`src/rtl/cmp_operand_gen_if.sv`:
```
`default_nettype none
// ============================================================================
//  Module      : cmp_operand_gen_if
//  Description : Pair bus between the comparator operand generator and its
//                consumer. Carries valid/ready handshake plus operands a, b.
//                Optional macro CMP_OPGEN_GOLDEN_EN adds the expect_lt
//                reference bit that travels with each pair.
//  Signals     : valid     generator -> consumer, pair on a/b is valid
//                ready     consumer  -> generator, pair accepted on valid&ready
//                a, b      generator -> consumer, WIDTH-bit operands
//                expect_lt generator -> consumer, a < b (only with the macro)
//  Revision    : 1.0  initial release
// ============================================================================
interface cmp_operand_gen_if #(
  parameter int WIDTH = 12
);
  logic             valid;
  logic             ready;
  logic [WIDTH-1:0] a;
  logic [WIDTH-1:0] b;
`ifdef CMP_OPGEN_GOLDEN_EN
  logic             expect_lt;

  modport master (input ready, output valid, a, b, expect_lt);
  modport slave  (output ready, input valid, a, b, expect_lt);
`else
  modport master (input ready, output valid, a, b);
  modport slave  (output ready, input valid, a, b);
`endif
endinterface
`default_nettype wire

```
`src/rtl/cmp_operand_gen.sv`:
```
`default_nettype none
// ============================================================================
//  Module      : cmp_operand_gen
//  Description : Self-test operand source for comparator BIST. Produces
//                pseudo-random near-equal operand pairs: a comes from a 32-bit
//                Galois LFSR, b is a with a sparse mask (AND of three LFSR
//                words) flipped. Pairs leave over a valid/ready handshake.
//                Optional macro CMP_OPGEN_GOLDEN_EN adds the expect_lt output
//                (unsigned a < b) registered together with b.
//  Ports       : clk       clock, rising edge
//                arst_n    asynchronous active-low reset
//                start     begins a run (sampled in IDLE only)
//                busy      high in every state except IDLE
//                done      one-cycle pulse after the last pair of a run
//                pair_cnt  pairs accepted in the current or last run
//                bus       master side of cmp_operand_gen_if (valid/ready/a/b)
//  Parameters  : WIDTH operand width 1..64, SEED LFSR reset value (0 -> 1),
//                COUNT pairs per run (0 = free-run)
//  Revision    : 1.0  initial release
// ============================================================================
module cmp_operand_gen #(
  parameter int          WIDTH = 12,
  parameter logic [31:0] SEED  = 32'h0000_0001,
  parameter int          COUNT = 1000
) (
  input  wire logic        clk,
  input  wire logic        arst_n,
  input  wire logic        start,
  output logic             busy,
  output logic             done,
  output logic [31:0]      pair_cnt,
  cmp_operand_gen_if.master bus
);

  // An all-zero Galois LFSR would lock up, so a zero seed becomes 1.
  localparam logic [31:0] SEED_NZ  = (SEED == 32'h0) ? 32'h1 : SEED;
  localparam logic [31:0] TAPS     = 32'h8020_0003;
  localparam logic [31:0] COUNT_W  = 32'(COUNT);
  localparam bit          FREE_RUN = (COUNT == 0);

  typedef enum logic [2:0] {
    S_IDLE    = 3'd0,
    S_LOAD_A  = 3'd1,
    S_MASK1   = 3'd2,
    S_MASK2   = 3'd3,
    S_MASK3   = 3'd4,
    S_PRESENT = 3'd5,
    S_FINISH  = 3'd6
  } state_t;

  state_t             state_q, state_d;
  logic [31:0]        lfsr_q, lfsr_d;
  logic [WIDTH-1:0]   a_q, a_d;
  logic [WIDTH-1:0]   b_q, b_d;
  logic [WIDTH-1:0]   m_q, m_d;
  logic               valid_q, valid_d;
  logic [31:0]        cnt_q, cnt_d;

  logic [31:0]        lfsr_step;
  logic [WIDTH-1:0]   lfsr_trunc;   // LFSR word zero-extended/truncated to WIDTH
  logic [WIDTH-1:0]   a_load;       // ((a << 32) ^ lfsr) truncated to WIDTH
  logic [WIDTH-1:0]   mask_fin;     // final sparse mask used for b
  logic [31:0]        cnt_inc;

  // Shift right, feedback from bit 0 folded into the tap positions.
  assign lfsr_step = {1'b0, lfsr_q[31:1]} ^ (lfsr_q[0] ? TAPS : 32'h0);

  // For narrow operands the shifted-out a contributes nothing; wide operands
  // keep their low bits and accumulate a fresh LFSR word per pair.
  generate
    if (WIDTH <= 32) begin : g_narrow
      assign lfsr_trunc = lfsr_q[WIDTH-1:0];
      assign a_load     = lfsr_trunc;
    end else begin : g_wide
      assign lfsr_trunc = {{(WIDTH-32){1'b0}}, lfsr_q};
      assign a_load     = {a_q[WIDTH-33:0], 32'h0} ^ lfsr_trunc;
    end
  endgenerate

  assign mask_fin = m_q & lfsr_trunc;
  assign cnt_inc  = cnt_q + 32'd1;

`ifdef CMP_OPGEN_GOLDEN_EN
  logic lt_q, lt_d;
`else
  // Golden reference bit not built.
`endif

  always_comb begin
    state_d = state_q;
    lfsr_d  = lfsr_q;
    a_d     = a_q;
    b_d     = b_q;
    m_d     = m_q;
    valid_d = valid_q;
    cnt_d   = cnt_q;
`ifdef CMP_OPGEN_GOLDEN_EN
    lt_d    = lt_q;
`endif
    case (state_q)
      S_IDLE: begin
        if (start) begin
          state_d = S_LOAD_A;
          cnt_d   = 32'h0;
        end
      end
      S_LOAD_A: begin
        a_d     = a_load;
        lfsr_d  = lfsr_step;
        state_d = S_MASK1;
      end
      S_MASK1: begin
        m_d     = lfsr_trunc;
        lfsr_d  = lfsr_step;
        state_d = S_MASK2;
      end
      S_MASK2: begin
        m_d     = m_q & lfsr_trunc;
        lfsr_d  = lfsr_step;
        state_d = S_MASK3;
      end
      S_MASK3: begin
        b_d     = a_q ^ mask_fin;
        valid_d = 1'b1;
`ifdef CMP_OPGEN_GOLDEN_EN
        lt_d    = (a_q < (a_q ^ mask_fin));
`endif
        lfsr_d  = lfsr_step;
        state_d = S_PRESENT;
      end
      S_PRESENT: begin
        if (valid_q && bus.ready) begin
          cnt_d   = cnt_inc;
          valid_d = 1'b0;
          if (!FREE_RUN && (cnt_inc == COUNT_W)) begin
            state_d = S_FINISH;
          end else begin
            state_d = S_LOAD_A;
          end
        end
      end
      S_FINISH: begin
        state_d = S_IDLE;
      end
      default: begin
        state_d = S_IDLE;
      end
    endcase
  end

  always_ff @(posedge clk or negedge arst_n) begin
    if (!arst_n) begin
      state_q <= S_IDLE;
      lfsr_q  <= SEED_NZ;
      a_q     <= '0;
      b_q     <= '0;
      m_q     <= '0;
      valid_q <= 1'b0;
      cnt_q   <= 32'h0;
`ifdef CMP_OPGEN_GOLDEN_EN
      lt_q    <= 1'b0;
`endif
    end else begin
      state_q <= state_d;
      lfsr_q  <= lfsr_d;
      a_q     <= a_d;
      b_q     <= b_d;
      m_q     <= m_d;
      valid_q <= valid_d;
      cnt_q   <= cnt_d;
`ifdef CMP_OPGEN_GOLDEN_EN
      lt_q    <= lt_d;
`endif
    end
  end

  // done/busy decode from state so they clear the instant reset asserts.
  assign busy      = (state_q != S_IDLE);
  assign done      = (state_q == S_FINISH);
  assign pair_cnt  = cnt_q;
  assign bus.valid = valid_q;
  assign bus.a     = a_q;
  assign bus.b     = b_q;
`ifdef CMP_OPGEN_GOLDEN_EN
  assign bus.expect_lt = lt_q;
`endif

endmodule
`default_nettype wire

```
`src/flat_wrapper.sv`:
```
// flat-port wrapper written by rule: the top's interface ports become plain ports
module cmp_operand_gen_flat 
#(
  parameter int          WIDTH = 12,
  parameter logic [31:0] SEED  = 32'h0000_0001,
  parameter int          COUNT = 1000
)
  (clk, arst_n, start, busy, done, pair_cnt, bus_ready, bus_valid, bus_a, bus_b);
  cmp_operand_gen_if #(.WIDTH(WIDTH)) bus_i ();
  input  wire logic clk;
  input  wire logic arst_n;
  input  wire logic start;
  output logic busy;
  output logic done;
  output logic [31:0] pair_cnt;
  input wire logic [$bits(bus_i.ready)-1:0] bus_ready;
  output wire logic [$bits(bus_i.valid)-1:0] bus_valid;
  output wire logic [$bits(bus_i.a)-1:0] bus_a;
  output wire logic [$bits(bus_i.b)-1:0] bus_b;
  assign bus_i.ready = bus_ready;
  assign bus_valid = bus_i.valid;
  assign bus_a = bus_i.a;
  assign bus_b = bus_i.b;
  cmp_operand_gen #(.WIDTH(WIDTH), .SEED(SEED), .COUNT(COUNT)) u_core (.clk(clk), .arst_n(arst_n), .start(start), .busy(busy), .done(done), .pair_cnt(pair_cnt), .bus(bus_i));
endmodule
```
`config.mk`:
```
export PLATFORM = sky130hd
export DESIGN_NAME = cmp_operand_gen_flat
export DESIGN_NICKNAME = d
export VERILOG_FILES = /design/src/rtl/cmp_operand_gen_if.sv /design/src/rtl/cmp_operand_gen.sv /design/src/flat_wrapper.sv
export SDC_FILE = /design/constraint.sdc
export NUM_CORES = 1
export LEC_CHECK = 0
export ABC_AREA = 1
export CAP_MARGIN = 30
export CORE_ASPECT_RATIO = 1.4
export CORE_MARGIN = 2
export CORE_UTILIZATION = 50
export DETAILED_ROUTE_END_ITERATION = 6
export PLACE_DENSITY = 0.73
export SLEW_MARGIN = 20
export SYNTH_ARGS = -nofsm -noshare
export SYNTH_HDL_FRONTEND = slang
export SYNTH_SLANG_ARGS = --single-unit
```
`constraint.sdc`:
```
create_clock -name clk -period 5.4 [get_ports clk]
set_clock_uncertainty 0.05 [all_clocks]
set_input_delay 1.08 -clock clk [delete_from_list [all_inputs] [get_ports clk]]
set_output_delay 1.08 -clock clk [all_outputs]
set_load 0.05 [all_outputs]
```
==> results.tsv <==
stage	metric	value	unit
clock_tree	# Post-CTS Setup Buffers	0	
sta	WHS	0.434	ns
setup_path	Worst setup EP type	flip-flop	
setup_path	worst path required time	5.59	ns
die	area of the die	11100	µm²
final_layout	# nets final	701	
clock_tree	CTS Hold Bufs	0	
setup_path	r2r startpoint	u_core.state_q[1]	
die	Std-Cell Rows	43	
job	max_cap viols	0	
sta	Worst-Margin Slew	0.920	ns
power_and_ir_drop	internal power	1.76	mW
final_layout	# fillers	874	
grt	grt total ovfl	0	
place	Buffers on Ports	62	
sta	final hold vios	0	
final_layout	layout cells sized above 1	6.99	%
synth	FF+latch count, synth	104	
clock_tree	CTS H-tree lvls	3	
final_layout	register area	2600	µm²
synth	Mapped Area	5140	µm²
setup_path	cells on worst reg2reg path	7	
power_and_ir_drop	net load switching power	1.26	mW
die	Core ar.	9950	µm²
sta	Final min period	3.20	ns
worst_hold_path	hold path depth	1	
synth	syn nets	641	
sta	RSZ-0062 raised after global routing	no	
clock_tree	Num CTS Buffers	9	
sta	period utilisation layout	59.2	%
detailed_routing	Detailed Routing Iterations Pass 1	4	
die	Die H	124	µm
setup_path	crit-path max FO	46	
clock_tree	CTS max path bufs	2	
detailed_routing	Via Count	4350	
sta	Fmax	313	MHz
final_layout	multi-input logic area	2170	µm²
power_and_ir_drop	maximum vdd ir drop	393	µV
grt	pin count of the biggest net entering global routing	58	
sta	Final Setup Violations	0	
sta	Slew headroom	38.4	%
status	status	finished, final reports clean	
power_and_ir_drop	Pleak	2.73	nW
final_layout	commonest cells after routing, fill and taps aside	200 x nand2_1, 103 x dfrtp_1, 81 x inv_1, 61 x clkdlybuf4s50_1, 57 x o21ai_0	
final_layout	commonest non-fill, non-tap cell in the layout	nand2_1	
sta	setup TNS	0	ns
power_and_ir_drop	PwrDens	489	nW/µm²
final_layout	ant diodes	0	
clock_tree	Root Buffer	clkbuf_16	
grt	number of global-route vias before repair	4190	
grt	antenna violations before repair	0	
final_layout	area delta synth->final	20.0	%
worst_hold_path	end of the worst hold path	u_core.lfsr_q[18]	
detailed_routing	final routed DRC violation total	0	
setup_path	crit start category	flip-flop	
power_and_ir_drop	Clk pwr share	21.2	%
worst_hold_path	class of the worst hold path	reg2reg	
clock_tree	clk slew on worst S/H paths	0.07	ns
place	GP Congestion	0.908	
synth	Mapped Cells	636	
detailed_routing	Routed Antenna Nets	0	
clock_tree	post-cts sizing count	0	
die	I/O pins	63	
worst_hold_path	hold path startpoint	u_core.lfsr_q[18]	
setup_path	FF-to-FF End	u_core.lfsr_q[29]	
grt	first-pass GRT wire length	19700	µm
clock_tree	clk_lat worst skew	0.35	ns
sta	max-slew violation count	0	
clock_tree	Sinks on Clock Net	104	
synth	Yosys warnings	0	
detailed_routing	total routed wirelength	12100	µm
setup_path	Critical Setup Path Class	reg2reg	
synth	Avg Cell Area, Syn	8.08	µm²
die	Die X	89.7	µm
die	initial core utilization	51.6	%
detailed_routing	Via density	5.20	
synth	number of distinct library cells after synthesis	32	
grt	gr usage total	23.4	%
synth	register area share after synthesis	50.7	%
setup_path	setup slack, reg-to-reg	2.20	ns
power_and_ir_drop	combinational fraction of design power	39.4	%
power_and_ir_drop	Switching Share	41.8	%
place	DP HPWL	8650	µm
power_and_ir_drop	Seq pwr share	39.4	%
setup_path	Worst EP arrival	3.39	ns
detailed_routing	DR WL/cell	14.5	µm
detailed_routing	DR iter-0 viols	281	
clock_tree	TritonCTS clock tree	built	
-- power groups by stage --
stage | Clock [mW] | Sequential (mW) | Combinational, mW
floorplan | 0 | 1.41 | 0.619
global placement | 0 | 1.19 | 1.15
detailed placement | 0 | 1.20 | 1.19
CTS | 0.644 | 1.19 | 1.20
global route | 0.679 | 1.22 | 1.31
finish | 0.640 | 1.19 | 1.19
-- registers in the layout (all words and copies together) (netlist names) --
name              flops
u_core.bus.valid      1
u_core.m_q           12
u_core.state_q        3
u_core.bus.b         12
u_core.lfsr_q        32
u_core.pair_cnt      32
u_core.bus.a         12
-- through the flow --
| stage | area (µm²) | power, mW | cells | worst slack [ns] | utilization, % |
|---|---|---|---|---|---|
| after floorplan | 5140 | 2.03 | 636 | 2.74 | - |
| after global placement | 5880 | 2.34 | 820 | 2.19 | 59.1 |
| after detailed placement | 5880 | 2.39 | 820 | 2.15 | 59.1 |
| after CTS | 6170 | 3.04 | 836 | 2.20 | 62.0 |
| after global routing | 6170 | 3.20 | 836 | 1.86 | 62.0 |
| final | 6170 | 3.02 | 836 | 2.20 | 62.0 |
-- Yosys cell counts (all sizes together) --
cell type	count	share of area, %
nor3b	1	0.15
clkinv	1	0.073
o21ai	61	5.9
inv	81	5.9
ha	1	0.24
dfstp	1	0.51
o22ai	14	1.7
nand2	205	15
a22oi	12	1.8
clkbuf	10	0.73
nand3b	2	0.29
nor3	3	0.39
nor2	66	6.0
dfrtp	103	50
mux2	17	3.7
a21oi	6	0.58
nand4	3	0.37
xnor2	2	0.34
xor2	16	2.7
buf	5	0.51
nand3	26	2.6
-- cells by family (layout without fill, tap and decap cells) --
logic type	Yosys count	after routing	synth area share (%)
flops	104	104	50.7
simple gates	306	306	25.1
compound gates	93	93	9.98
mux	17	17	3.72
xor+xnor	18	18	3.07
buf+inv	97	162	7.23
fa+ha+maj	1	1	0.243
-- critical path: stages (launching register included) --
cell     delay, ns
dfrtp_1       0.42
inv_1         0.07
nor2_1        0.70
nand2_1       0.54
nand2_1       0.19
inv_1         0.08
nand2_2       0.61
mux2_2        0.41
-- worst max-delay path by stage --
stage | from | endpoint | depth (start not counted)
final | u_core.state_q[1] | u_core.lfsr_q[29] | 7
after global routing | u_core.state_q[1] | u_core.lfsr_q[25] | 7
after CTS | u_core.state_q[1] | u_core.lfsr_q[29] | 7
after detailed placement | bus_ready | u_core.pair_cnt[12] | 5
after global placement | bus_ready | u_core.pair_cnt[0] | 5
after floorplan | u_core.state_q[1] | done | 2
-- layout make-up --
cell class | count | share of cell area [%]
Sequential cell | 104 | 42.2
Multi-Input combinational cell | 435 | 35.1
Inverter | 82 | 4.99
Clock buffer | 9 | 3.65
Tap cell | 135 | 2.74
Timing Repair Buffer | 64 | 10.3
Clock inverter | 7 | 1.01
-- per-layer routing --
| metal | vias to the layer above | global-route usage [%] | wire length, µm |
|---|---|---|---|
| li1 | 2137 | - | - |
| met4 | 0 | 10.7 | 436 |
| met5 | - | 0 | 0 |
| met3 | 29 | 5.04 | 625 |
| met1 | 2063 | 29.2 | 4950 |
| met2 | 121 | 38.4 | 6120 |
Power figures use the tool's default switching activity.
